**config.mk**
```make
export PLATFORM = sky130hd
export DESIGN_NAME = cpu_test_sequencer
export DESIGN_NICKNAME = d
export VERILOG_FILES = /design/src/rtl/cpu_test_sequencer.sv
export SDC_FILE = /design/constraint.sdc
export NUM_CORES = 1
export LEC_CHECK = 0
export CORE_ASPECT_RATIO = 1.1
export CORE_MARGIN = 4
export CORE_UTILIZATION = 45
export CTS_CLUSTER_SIZE = 14
export DETAILED_ROUTE_END_ITERATION = 10
export PLACE_DENSITY = 0.7
export REMOVE_ABC_BUFFERS = 1
export SYNTH_ARGS = -nofsm -noshare
export SYNTH_HDL_FRONTEND = slang
export SYNTH_SLANG_ARGS = --single-unit
```
**constraint.sdc**
```tcl
create_clock -name clk -period 8.2 [get_ports clk]
set_input_delay 1.23 -clock clk [delete_from_list [all_inputs] [get_ports clk]]
set_output_delay 1.23 -clock clk [all_outputs]
set_load 0.05 [all_outputs]
```
**src/rtl/cpu_test_sequencer.sv**
```systemverilog
// cpu_test_sequencer: holds a small program buffer served combinationally on
// the CPU instruction port, sequences CPU reset / clock-enable, counts run
// cycles and compares register_v0 against a latched expected value.
module cpu_test_sequencer #(
    parameter int          DATA_W    = 32,
    parameter int          DEPTH     = 16,
    parameter logic [31:0] ADDR_BASE = 32'hBFC00000,
    parameter int          TIMEOUT   = 10000,
    parameter int          CNT_W     = 16
) (
    input  logic              clk,
    input  logic              reset,
    input  logic              load_valid,
    input  logic [DATA_W-1:0] load_data,
    output logic              load_ready,
    input  logic              start,
    input  logic              clear,
    input  logic [DATA_W-1:0] expected,
    input  logic [CNT_W-1:0]  check_cycles,
    output logic              cpu_reset,
    output logic              cpu_clk_enable,
    input  logic [31:0]       instr_address,
    output logic [DATA_W-1:0] instr_readdata,
    input  logic              active,
    input  logic [DATA_W-1:0] register_v0,
    output logic              busy,
    output logic              done,
    output logic              pass,
    output logic              fail,
    output logic              timeout,
    output logic              addr_err,
    output logic [CNT_W-1:0]  cycle_count
);
    localparam int AW = (DEPTH > 1) ? $clog2(DEPTH) : 1;
    localparam int PW = AW + 1;
    localparam logic [PW-1:0]    DEPTH_C   = PW'(DEPTH);
    localparam logic [CNT_W-1:0] TIMEOUT_C = CNT_W'(TIMEOUT);

    typedef enum logic [2:0] {
        S_IDLE  = 3'd0,
        S_RST   = 3'd1,
        S_RUN   = 3'd2,
        S_CHECK = 3'd3,
        S_DONE  = 3'd4
    } state_t;

    state_t            state_q, state_d;
    logic [PW-1:0]     wr_ptr_q, wr_ptr_d;
    logic [CNT_W-1:0]  cnt_q, cnt_d, cnt_inc_s;
    logic [CNT_W-1:0]  chk_q, chk_d;
    logic [DATA_W-1:0] exp_q, exp_d;
    logic              pass_q, pass_d;
    logic              fail_q, fail_d;
    logic              timeout_q, timeout_d;
    logic              addr_err_q, addr_err_d;
    logic              cpu_reset_q, cpu_reset_d;
    logic              cpu_clk_enable_q, cpu_clk_enable_d;
    logic              load_ready_q, load_ready_d;
    logic              busy_q, busy_d;
    logic              done_q, done_d;
    logic              mem_we_s;
    logic              fetch_ok_s;
    logic [31:0]       offset_s;
    logic [31:0]       idx_s;
    logic [DATA_W-1:0] mem_q [DEPTH];

    // Fetch decode: word index relative to ADDR_BASE, NOP for anything not loaded
    always_comb begin
        offset_s = instr_address - ADDR_BASE;
        idx_s    = offset_s >> 2;
        if ((instr_address[1:0] == 2'b00) && (idx_s < {{(32-PW){1'b0}}, wr_ptr_q})) begin
            fetch_ok_s     = 1'b1;
            instr_readdata = mem_q[idx_s[AW-1:0]];
        end else begin
            fetch_ok_s     = 1'b0;
            instr_readdata = {DATA_W{1'b0}};
        end
    end

    // Program buffer write port (contents need no reset)
    always_ff @(posedge clk) begin
        if (mem_we_s) begin
            mem_q[wr_ptr_q[AW-1:0]] <= load_data;
        end
    end

    // Sequencer next state, status flags and next values of registered outputs
    always_comb begin
        state_d    = state_q;
        wr_ptr_d   = wr_ptr_q;
        cnt_d      = cnt_q;
        chk_d      = chk_q;
        exp_d      = exp_q;
        pass_d     = pass_q;
        fail_d     = fail_q;
        timeout_d  = timeout_q;
        mem_we_s   = 1'b0;
        cnt_inc_s  = cnt_q + {{(CNT_W-1){1'b0}}, 1'b1};
        if ((state_q == S_RUN) && !fetch_ok_s) begin
            addr_err_d = 1'b1;
        end else begin
            addr_err_d = addr_err_q;
        end
        case (state_q)
            S_IDLE: begin
                if (load_valid && load_ready_q) begin
                    mem_we_s = 1'b1;
                    wr_ptr_d = wr_ptr_q + {{(PW-1){1'b0}}, 1'b1};
                end else begin
                    mem_we_s = 1'b0;
                    wr_ptr_d = wr_ptr_q;
                end
                // start sees the buffer including a word written in the same cycle
                if (start && (wr_ptr_d != {PW{1'b0}})) begin
                    state_d    = S_RST;
                    exp_d      = expected;
                    chk_d      = check_cycles;
                    cnt_d      = {CNT_W{1'b0}};
                    pass_d     = 1'b0;
                    fail_d     = 1'b0;
                    timeout_d  = 1'b0;
                    addr_err_d = 1'b0;
                end else begin
                    state_d = S_IDLE;
                end
            end
            S_RST: begin
                state_d = S_RUN;
            end
            S_RUN: begin
                cnt_d = cnt_inc_s;
                if ((chk_q != {CNT_W{1'b0}}) && (cnt_inc_s == chk_q)) begin
                    state_d = S_CHECK;
                end else if ((chk_q == {CNT_W{1'b0}}) && !active && (cnt_q != {CNT_W{1'b0}})) begin
                    state_d = S_CHECK;
                end else if (cnt_inc_s == TIMEOUT_C) begin
                    state_d   = S_DONE;
                    timeout_d = 1'b1;
                    fail_d    = 1'b1;
                end else begin
                    state_d = S_RUN;
                end
            end
            S_CHECK: begin
                pass_d  = (register_v0 == exp_q);
                fail_d  = (register_v0 != exp_q);
                state_d = S_DONE;
            end
            S_DONE: begin
                // clear has priority; start is never accepted here
                if (clear) begin
                    state_d  = S_IDLE;
                    wr_ptr_d = {PW{1'b0}};
                end else begin
                    state_d = S_DONE;
                end
            end
            default: begin
                state_d = S_IDLE;
            end
        endcase
        cpu_reset_d      = (state_d == S_RST);
        cpu_clk_enable_d = (state_d == S_RUN);
        busy_d           = (state_d == S_RST) || (state_d == S_RUN) || (state_d == S_CHECK);
        done_d           = (state_d == S_DONE);
        load_ready_d     = (state_d == S_IDLE) && (wr_ptr_d < DEPTH_C);
    end

    // State, latched values and registered outputs; reset holds the CPU in reset
    always_ff @(posedge clk or negedge reset) begin
        if (!reset) begin
            state_q          <= S_IDLE;
            wr_ptr_q         <= {PW{1'b0}};
            cnt_q            <= {CNT_W{1'b0}};
            chk_q            <= {CNT_W{1'b0}};
            exp_q            <= {DATA_W{1'b0}};
            pass_q           <= 1'b0;
            fail_q           <= 1'b0;
            timeout_q        <= 1'b0;
            addr_err_q       <= 1'b0;
            cpu_reset_q      <= 1'b1;
            cpu_clk_enable_q <= 1'b0;
            load_ready_q     <= 1'b0;
            busy_q           <= 1'b0;
            done_q           <= 1'b0;
        end else begin
            state_q          <= state_d;
            wr_ptr_q         <= wr_ptr_d;
            cnt_q            <= cnt_d;
            chk_q            <= chk_d;
            exp_q            <= exp_d;
            pass_q           <= pass_d;
            fail_q           <= fail_d;
            timeout_q        <= timeout_d;
            addr_err_q       <= addr_err_d;
            cpu_reset_q      <= cpu_reset_d;
            cpu_clk_enable_q <= cpu_clk_enable_d;
            load_ready_q     <= load_ready_d;
            busy_q           <= busy_d;
            done_q           <= done_d;
        end
    end

    assign load_ready     = load_ready_q;
    assign cpu_reset      = cpu_reset_q;
    assign cpu_clk_enable = cpu_clk_enable_q;
    assign busy           = busy_q;
    assign done           = done_q;
    assign pass           = pass_q;
    assign fail           = fail_q;
    assign timeout        = timeout_q;
    assign addr_err       = addr_err_q;
    assign cycle_count    = cnt_q;

endmodule

```
# Yosys cells after proc, flatten, opt, wreduce, memory -nomap -nowiden
# Memory sizes are Yosys's and may differ from the RTL's.
# Index checks and enable logic that the tools add are counted.
[word_totals]
input_bits = 150
out_inout_bits = 57
memories = 1
ramBits = 512
elab_cells = 91
reg_bits = 81
[memory_table]
columns = ["name", "depth", "word_bits", "read_ports", "rd_ports_with_merged_regs", "wr", "line_no", "rtl"]
rows = [
  ["mem_q", 16, 32, 1, 0, 1, "65", "logic [DATA_W-1:0] mem_q [DEPTH];"],
]
[op_classes]
n_reduce_logical = 27
eq_ne = 16
magnitude_cmp = 2
n_addsub = 3
n_mux = 28
[ops]
columns = ["op", "count"]
rows = [
  ["== test 32 bit", 1],
  ["2-to-1 mux 32 bit", 1],
  ["!= test 32 bit", 1],
  ["case mux 16 bit (2 select lines)", 1],
  ["nonzero test 16 bit", 2],
  ["subtractor 32 bit, second input constant", 1],
  ["< comparator 30 x 5 -> 1 bit", 1],
  ["adder 16 x 1 -> 16 bit, second input constant", 1],
  ["== test 16 x 14 -> 1 bit, second input constant", 1],
  ["== test 16 bit", 1],
  ["logical NOT 16 bit", 1],
  ["2-to-1 mux 16 bit", 1],
  ["2-to-1 mux 5 bit", 3],
  ["case mux 3 bit (5 select lines)", 1],
  ["2-to-1 mux 1 bit", 13],
  ["== test 3 x 2 -> 1 bit, second input constant", 4],
  ["2-to-1 mux 3 bit", 4],
  ["case mux 5 bit (2 select lines)", 1],
  ["AND reduction 5 bit", 2],
  ["logical AND 1 bit", 8],
  ["== test 3 x 1 -> 1 bit, second input constant", 2],
  ["== test 3 bit, second input constant", 2],
  ["logical NOT 3 bit", 2],
  ["!= test 2 bit, second input constant", 3],
  ["12 further kinds", 18],
]

# Longest topological paths before layout
# Gate-level depths: netlist (run 1).
[depth]
depth_word = 10
depth_mapped = 11
ltp_nobuf = 10

# Worst setup path after synthesis (run 1)
# OpenSTA, ideal clock, no wires.
[synth_path]
path_type = "in2out"
startpoint = "input port instr_address[3]"
endpoint = "output port instr_readdata[22]"
required_time_ps = 6970
arrival_time_ps = 3529
n_path_buf = 1
cell_stages = 8
setup_slack_ps = 3441
path_cell_list = "ha_1 a21o_1 a21o_1 a21oi_1 nor3b_1 or4_1 clkbuf_1 nor2b_1"
[synth_between]
elab_chain_len = 4
elab_cells_between_ends = 5
cone_classes = "add/sub (1); order compare (1); mux (1); reduce/logical (1); memory (1)"
[synth_lines]
columns = ["element", "line_no", "rtl"]
rows = [
  ["from (decl)", "22", "input logic [31:0] instr_address,"],
  ["subtractor 32 bit *", "69", "offset_s = instr_address - ADDR_BASE;"],
  ["< comparator 30 x 5 -> 1 bit", "71", "if ((instr_address[1:0] == 2'b00) && (idx_s < {{(32-PW){1'b0}}, wr_ptr_q})) begin"],
  ["logical AND 1 bit", "71", ""],
  ["2-to-1 mux 32 bit *", "71", ""],
  ["to (decl)", "23", "output logic [DATA_W-1:0] instr_readdata,"],
]
# Mark *: on every way between the ends. The rest lies on a longest branch, timed or not.

# Worst setup path in the final report (run 1)
[layout_path]
startpoint = "input port instr_address[3]"
endpoint = "output port instr_readdata[4]"
# The elaborated chain is that of the path after synthesis.

==> run metrics, run 1 <==
EDFF count, synth=512; critical path capture point=instr_readdata[4]; netlist area before placement=24480 µm²; residual antenna-violating net count after detailed routing=0; largest stage delay on the critical path=1.11 ns; leakage power of the design=9.384 nW; Core Area=53790 µm²; startpoint kind of the worst setup timing path=input pin; DIE AREA=58210 µm²; Vias per Instance=5.689; capture point of the worst reg-to-reg path=cpu_clk_enable; Worst VDD drop=0.0001620 V; critical path endpoint category=output pin; maximum number of pins on one net before global-route repair=107; cell area power density=249.6 nW/µm²; final-report hold violation count=0; wire length per cell after detailed routing=24.73 µm; post-route minimum period=6.236 ns; TritonCTS clock tree=yes; DR DRC count=0; highest clock frequency the design can meet=0.1604 GHz; arrival time at the worst endpoint=5.01 ns; H-tree lvl count=2; vias post-DR=12.95k; overall routed net length=56300 µm; warnings from Yosys=0; number of antenna violations at the first check in global routing=5; root buffer cell=sky130_fd_sc_hd__clkbuf_16; area taken by flip-flops and latches=17400 µm²; Multi-input gate area=6838 µm²; worst-path cell with the longest stage delay=sky130_fd_sc_hd__or4_2; kind of cell adding the most delay to the critical path=simple AND/OR/NAND/NOR gates; First DRT Iteration DRCs=1279; result of the run=completed; total power consumption of the routed design=0.007295 W; Crit path required time=6.97 ns; port buffer count=206; max-cap viol count=0; TritonCTS sink count=593; predominant post-synthesis flop cell=sky130_fd_sc_hd__edfxtp_1; measured slew at the worst slew-check pin=0.9018 ns; most frequent cell on the critical path=sky130_fd_sc_hd__a21o_1; top routing layer in use=met5; first-pass GRT wire length=85790 µm; P&R area growth vs syn=19.38%; Die Span X=230.4 µm; final setup fails=0; sequential fraction of the synthesis area=71.08%; Rows=89; synthesized instance count=1281; crit path launch=instr_address[3]; Bufs and invs on worst path=2; share of final-layout standard cells stronger than drive strength 1=22.43%; filler cell count in the final layout=4200; Max transition margin=39.88%; startpoint of the most critical register-to-register path=cycle_count[8]; share of the clock period used by the worst path after layout=76.05%; worst-skew pair later-pin latency=0.62 ns; register bit count reported by yosys=593; path length in cells of the critical path=9; fraction of registers with async set or reset after synthesis=13.66%; total global-route track usage=19.51%; grt total ovfl=0; max-slew violations=0; DR WL met2=27910 µm; startpoint-to-endpoint class of the critical path=in -> out; crit-path cells=buf_2, ha_1, a21o_1, a21o_1, a21oi_1, nor3b_1, or4_2, nor2b_1, clkdlybuf4s50_1; aggregate negative setup slack=0 ns; CTS-repair resized insts=0; Synth cell types=64; CTS max path bufs=3; depth of the most critical reg-to-reg path=8; top fanout value on the critical path=33; number of detailed-routing iterations run before antenna repair=5; Register-to-Register Setup Slack=4.62 ns; met3 wire length=4093 µm; Syn Area/Cell=19.11 µm²; worst min-delay path class=in -> async; initial standard-cell utilization of the core=45.52%; Setup Skew=0.01733 ns; number of setup buffers added after CTS=0; Reg clk slew, reported paths=0.06 ns; RSZ-0062 raised after global routing=false; Hold Buf Count CTS=0; via count of the first global-routing pass=13.88k; routability congestion estimate from global placement=0.8901; placed wire-length estimate after detailed placement=31350 µm; routed length on met1=23000 µm; nets@finish=1661; clock buffers created by TritonCTS=57; die span in y=252.6 µm; top-level I/O count=207
==> logic make-up (layout without fill, tap and decap cells) <==
family,count (synthesis),after routing,synth area share [%]
xor+xnor,54,54,1.962
simple gates,232,232,5.310
fa+ha+maj,11,11,0.5621
other cells,0,1,0
flops,593,593,71.08
buf+inv,81,347,1.456
mux,210,210,17.01
compound gates,100,100,2.627
==> Yosys cell counts, drive strengths merged (2+ instances only) <==
library cell	number	area [µm²]
a2111oi	4	47.55
a211oi	2	15.01
a21boi	2	15.02
a21o	3	22.52
a21oi	19	95.09
a31oi	6	37.54
and2	6	37.54
and3	6	37.54
and4	3	26.28
and4b	2	20.02
buf	34	176.4
clkbuf	35	135.1
dfrtp	80	2002
edfxtp	512	15370
ha	11	137.6
inv	12	45.04
mux2	48	540.5
mux2i	2	20.02
mux4	160	3603
nand2	40	152.6
nand2b	5	31.28
nand3	18	90.09
nand3b	2	15.01
nand4	20	125.1
nor2	35	131.4
nor2b	41	256.5
nor3	15	85.08
nor3b	3	22.52
nor4	20	152.6
nor4b	3	26.28
o2111ai	2	17.52
o211ai	4	30.03
o21a	3	22.52
o21ai	35	175.2
o31ai	12	90.09
or2	2	12.52
or3	6	37.54
or4	4	30.03
xnor2	41	359.1
xor2	13	121.4
==> stage by stage <==
step	hold WS (ns)	cell area [µm²]	setup WS (ns)	utilization, %	std cells
6_report	0.4811	29230	1.964	54.34	2276
5_1_grt	0.4695	29230	1.768	54.34	2275
4_1_cts	0.4597	29230	1.875	54.34	2275
3_5_place_dp	0.4976	27450	1.893	51.03	2169
3_3_place_gp	0.4907	27450	1.984	51.03	2169
2_1_floorplan	0.5012	24170	3.270	-	1212
==> worst register-to-register path, delay by kind of cell, from the launching register on <==
family,cells,cell delay (ns)
compound gates,4,1.46
simple gates,4,1.38
flops,1,0.67
==> where the power goes <==
group          internal, W  switching (W)
Combinational     0.000542       0.000596
Sequential         0.00345       0.000192
Clock              0.00139        0.00112
Total              0.00539        0.00191
==> worst min-delay path by stage <==
stage                          from        end
after floorplan           exp_q[24]  exp_q[24]
after global placement         pass       pass
after detailed placement       pass       pass
after CTS                     reset   chk_q[6]
after global routing          reset   chk_q[6]
final                         reset   chk_q[6]
==> state kept, by name, indices dropped and copies added (netlist names) <==
register and flops:
cpu_reset 1, addr_err 1, timeout 1, load_ready 1, done 1, mem_q 512
chk_q 16, exp_q 32, cycle_count 16, busy 1, wr_ptr_q 5, cpu_clk_enable 1
pass 1, fail 1, state_q 3
==> placed cells by master (no fill, tap or decap), types with 6 or more instances in the layout <==
cell	netlist	final
sky130_fd_sc_hd__nand4_1	20	20
sky130_fd_sc_hd__clkbuf_1	34	9
sky130_fd_sc_hd__nor2_1	35	23
sky130_fd_sc_hd__xnor2_1	41	41
sky130_fd_sc_hd__nor2_4	0	12
sky130_fd_sc_hd__nor3_1	13	9
sky130_fd_sc_hd__edfxtp_1	512	512
sky130_fd_sc_hd__clkinv_1	0	16
sky130_fd_sc_hd__inv_1	12	12
sky130_fd_sc_hd__nand2_1	39	39
sky130_fd_sc_hd__nor2b_1	41	41
sky130_fd_sc_hd__xor2_1	12	12
sky130_fd_sc_hd__buf_4	1	23
sky130_fd_sc_hd__mux2_2	48	48
sky130_fd_sc_hd__clkbuf_16	0	58
sky130_fd_sc_hd__ha_1	11	11
sky130_fd_sc_hd__nand3_1	18	18
sky130_fd_sc_hd__o31ai_1	12	12
sky130_fd_sc_hd__nor4_1	17	17
sky130_fd_sc_hd__mux4_2	160	160
sky130_fd_sc_hd__or3_1	6	6
sky130_fd_sc_hd__clkdlybuf4s50_1	0	201
sky130_fd_sc_hd__nor3_2	2	6
sky130_fd_sc_hd__dfrtp_1	80	80
sky130_fd_sc_hd__a31oi_1	6	6
sky130_fd_sc_hd__clkinv_2	0	10
sky130_fd_sc_hd__o21ai_0	34	34
sky130_fd_sc_hd__a21oi_1	19	19
==> final cells by class <==
class / count / area share, %
multi-input combinational: 607 / 23.39
clock buffer: 67 / 5.081
clock inverter: 39 / 1.015
inverter: 12 / 0.1541
timing repair buffer: 229 / 7.692
tap: 728 / 3.116
sequential: 593 / 59.54
antenna: 1 / 0.008561
==> per-layer routing <==
layer	track usage [%]	vias to the layer above
met1	26.10	6756
met5	0	-
met2	32.48	449
met4	4.857	8
li1	-	5650
met3	4.937	85
Note: power is estimated with default switching activity, not from simulation.
==> run 2: changes to the inputs <==
Clock period 8.2 ns to 6.5 ns, I/O delays scaled along.
==> run 2 against run 1 <==
Cell area increased by 0.41%. Clock-buffer cell count increased by 1. Setup slack got worse by 1.0 ns. Critical path depth unchanged. Flip-flop and latch count unchanged. Register-to-register slack got worse by 1.8 ns. Clock power increased by 32%. Die area unchanged. Sequential share of layout area decreased by 0.24 points. Hold slack got worse by 0.25 ns. Wire length decreased by 0.33%. Highest routed layer unchanged.
==> run metrics, run 2 (synthesis results as in run 1) <==
arrival time at the worst endpoint=4.58 ns (-0.43 ns); number of antenna violations at the first check in global routing=6 (+1); Multi-input gate area=6838 µm² (unchanged); Reg clk slew, reported paths=0.06 ns (about the same); startpoint of the most critical register-to-register path=cycle_count[9]; fraction of power consumed by sequential logic=49.1% (-0.8 points); number of setup buffers added after CTS=0 (unchanged); worst-skew pair later-pin latency=0.63 ns (about the same); via count of the first global-routing pass=13.64k (-1.7%); CTS-repair resized insts=0 (unchanged); Max transition margin=23.69% (-16 points); DIE AREA=58210 µm² (unchanged); die span in y=252.6 µm (unchanged); measured slew at the worst slew-check pin=1.142 ns (+0.2401 ns); Worst VDD drop=0.0002267 V (+40%); share of the clock period used by the worst path after layout=85.49%; top fanout value on the critical path=41 (+24%); Rows=89 (unchanged); final setup fails=0 (unchanged); reported net switching power=0.002406 W (+26%); highest clock frequency the design can meet=0.1800 GHz; area taken by flip-flops and latches=17400 µm² (unchanged); clock buffers created by TritonCTS=57 (unchanged); CTS max path bufs=3 (unchanged); overall routed net length=56110 µm (-0.33%); TritonCTS sink count=593 (unchanged); Setup Skew=0.02620 ns (+0.008869 ns); highest-count cells in the layout ignoring fill and taps=sky130_fd_sc_hd__edfxtp_1 (512), sky130_fd_sc_hd__clkdlybuf4s50_1 (201), sky130_fd_sc_hd__mux4_2 (160); TritonCTS clock tree=yes; Clock power frac=35.5% (+1.0 points); aggregate negative setup slack=0 ns (unchanged); cell area power density=318.9 nW/µm² (+28%); Crit path required time=5.52 ns (-1.45 ns); initial standard-cell utilization of the core=45.52% (unchanged); critical path endpoint category=output pin; number of detailed-routing iterations run before antenna repair=5 (unchanged); Register-to-Register Setup Slack=2.87 ns (-1.75 ns); Vias per Instance=5.716 (+0.47%); internal portion of total power=0.006952 W (+29%); port buffer count=206 (unchanged); switching power share of the total=25.71% (-0.46 points); Core Area=53790 µm² (unchanged); H-tree lvl count=2 (unchanged); Placed Cells incl. Taps=2173 (+0.18%); max-cap viol count=0 (unchanged); DR DRC count=0 (unchanged); flip-flop count of the largest register after layout=512 (unchanged); RSZ-0062 raised after global routing=false; most frequent standard cell in the layout excluding fill and tap cells=sky130_fd_sc_hd__edfxtp_1; max-slew violations=0 (unchanged); residual antenna-violating net count after detailed routing=0 (unchanged); post-route minimum period=5.557 ns; vias post-DR=13.01k (+0.47%); number of cells in the finished layout apart from fillers=2276 (unchanged); depth of the most critical reg-to-reg path=8 (unchanged); startpoint-to-endpoint class of the critical path=in -> out; total global-route track usage=19.38% (-0.12 points); Logic pwr share=15.4% (-0.2 points); wire length per cell after detailed routing=24.65 µm (-0.33%); filler cell count in the final layout=4179 (-0.50%); top-level I/O count=207 (unchanged); Hold Buf Count CTS=0 (unchanged); grt total ovfl=0 (unchanged); first-pass GRT wire length=85190 µm (-0.71%); final-report hold violation count=0 (unchanged); nets@finish=1665 (+0.24%); capture point of the worst reg-to-reg path=cpu_clk_enable; result of the run=completed; placed wire-length estimate after detailed placement=33180 µm (+5.9%); Die Span X=230.4 µm (unchanged); root buffer cell=sky130_fd_sc_hd__clkbuf_16; worst min-delay path class=in -> async; First DRT Iteration DRCs=1277 (-0.16%); routability congestion estimate from global placement=0.8895 (about the same); share of final-layout standard cells stronger than drive strength 1=22.62% (+0.19 points); startpoint kind of the worst setup timing path=input pin; P&R area growth vs syn=19.86%; maximum number of pins on one net before global-route repair=70 (-35%); leakage power of the design=9.444 nW (+0.64%)
run 2: cell count changes in the layout (fill, tap and decap cells not counted), moves of 2 or more:
cell                        change
sky130_fd_sc_hd__bufinv_16      +4
sky130_fd_sc_hd__clkinv_16      +2
sky130_fd_sc_hd__clkinv_2       -2
sky130_fd_sc_hd__buf_4          +5
sky130_fd_sc_hd__clkinv_1       -4
run 2: worst max path at each step:
stage	from	end	depth (start not counted)
after floorplan	instr_address[3]	instr_readdata[0]	7
after global placement	instr_address[4]	instr_readdata[23]	9
after detailed placement	instr_address[4]	instr_readdata[24]	9
after CTS	instr_address[4]	instr_readdata[24]	9
after global routing	instr_address[4]	instr_readdata[24]	9
final	instr_address[4]	instr_readdata[24]	9
run 2: power by group through the flow:
| stage | Sequential (W) | Clock (W) | Combinational (W) |
|---|---|---|---|
| after floorplan | 0.00469 | 0 | 0.000860 |
| after global placement | 0.00467 | 0 | 0.00142 |
| after detailed placement | 0.00467 | 0 | 0.00145 |
| after CTS | 0.00460 | 0.00340 | 0.00145 |
| after global routing | 0.00463 | 0.00356 | 0.00158 |
| final | 0.00460 | 0.00332 | 0.00144 |
run 2: critical path, stage by stage:
cell	delay [ns]
sky130_fd_sc_hd__buf_4	0.50
sky130_fd_sc_hd__ha_1	0.34
sky130_fd_sc_hd__a21o_1	0.15
sky130_fd_sc_hd__a21oi_1	0.39
sky130_fd_sc_hd__nor3b_1	0.09
sky130_fd_sc_hd__or4_2	0.68
sky130_fd_sc_hd__buf_4	0.28
sky130_fd_sc_hd__nor2b_1	0.22
sky130_fd_sc_hd__clkdlybuf4s50_1	0.82
run 2: cell type report:
class / count / area share (%)
Sequential cell: 593 / 59.30
Multi-Input combinational cell: 607 / 23.30
Timing Repair Buffer: 233 / 7.721
Clock buffer: 68 / 5.073
Tap cell: 728 / 3.104
Clock inverter: 34 / 1.343
Inverter: 12 / 0.1535
Antenna cell: 1 / 0.008527
run 2: layer usage:
metal | track usage, % | share of wire (%) | up-vias
met5 | 0 | 0.13 | -
met4 | 4.581 | 2.0 | 10
li1 | - | - | 5664
met1 | 25.81 | 40 | 6746
met2 | 32.13 | 49 | 505
met3 | 5.444 | 8.3 | 84
run 2: stage by stage:
step                utilization, %  hold slack (ns)  cell area [µm²]  worst slack (ns)  total power [W]
floorplan                        -           0.5012            24170             2.080         0.005551
global placement             51.06           0.4826            27460            0.9672         0.006087
detailed placement           51.06           0.4968            27460            0.9216         0.006124
CTS                          54.56           0.2002            29350            0.9217         0.009446
global route                 54.56           0.2144            29350            0.7936         0.009761
finish                       54.57           0.2314            29350            0.9429         0.009358
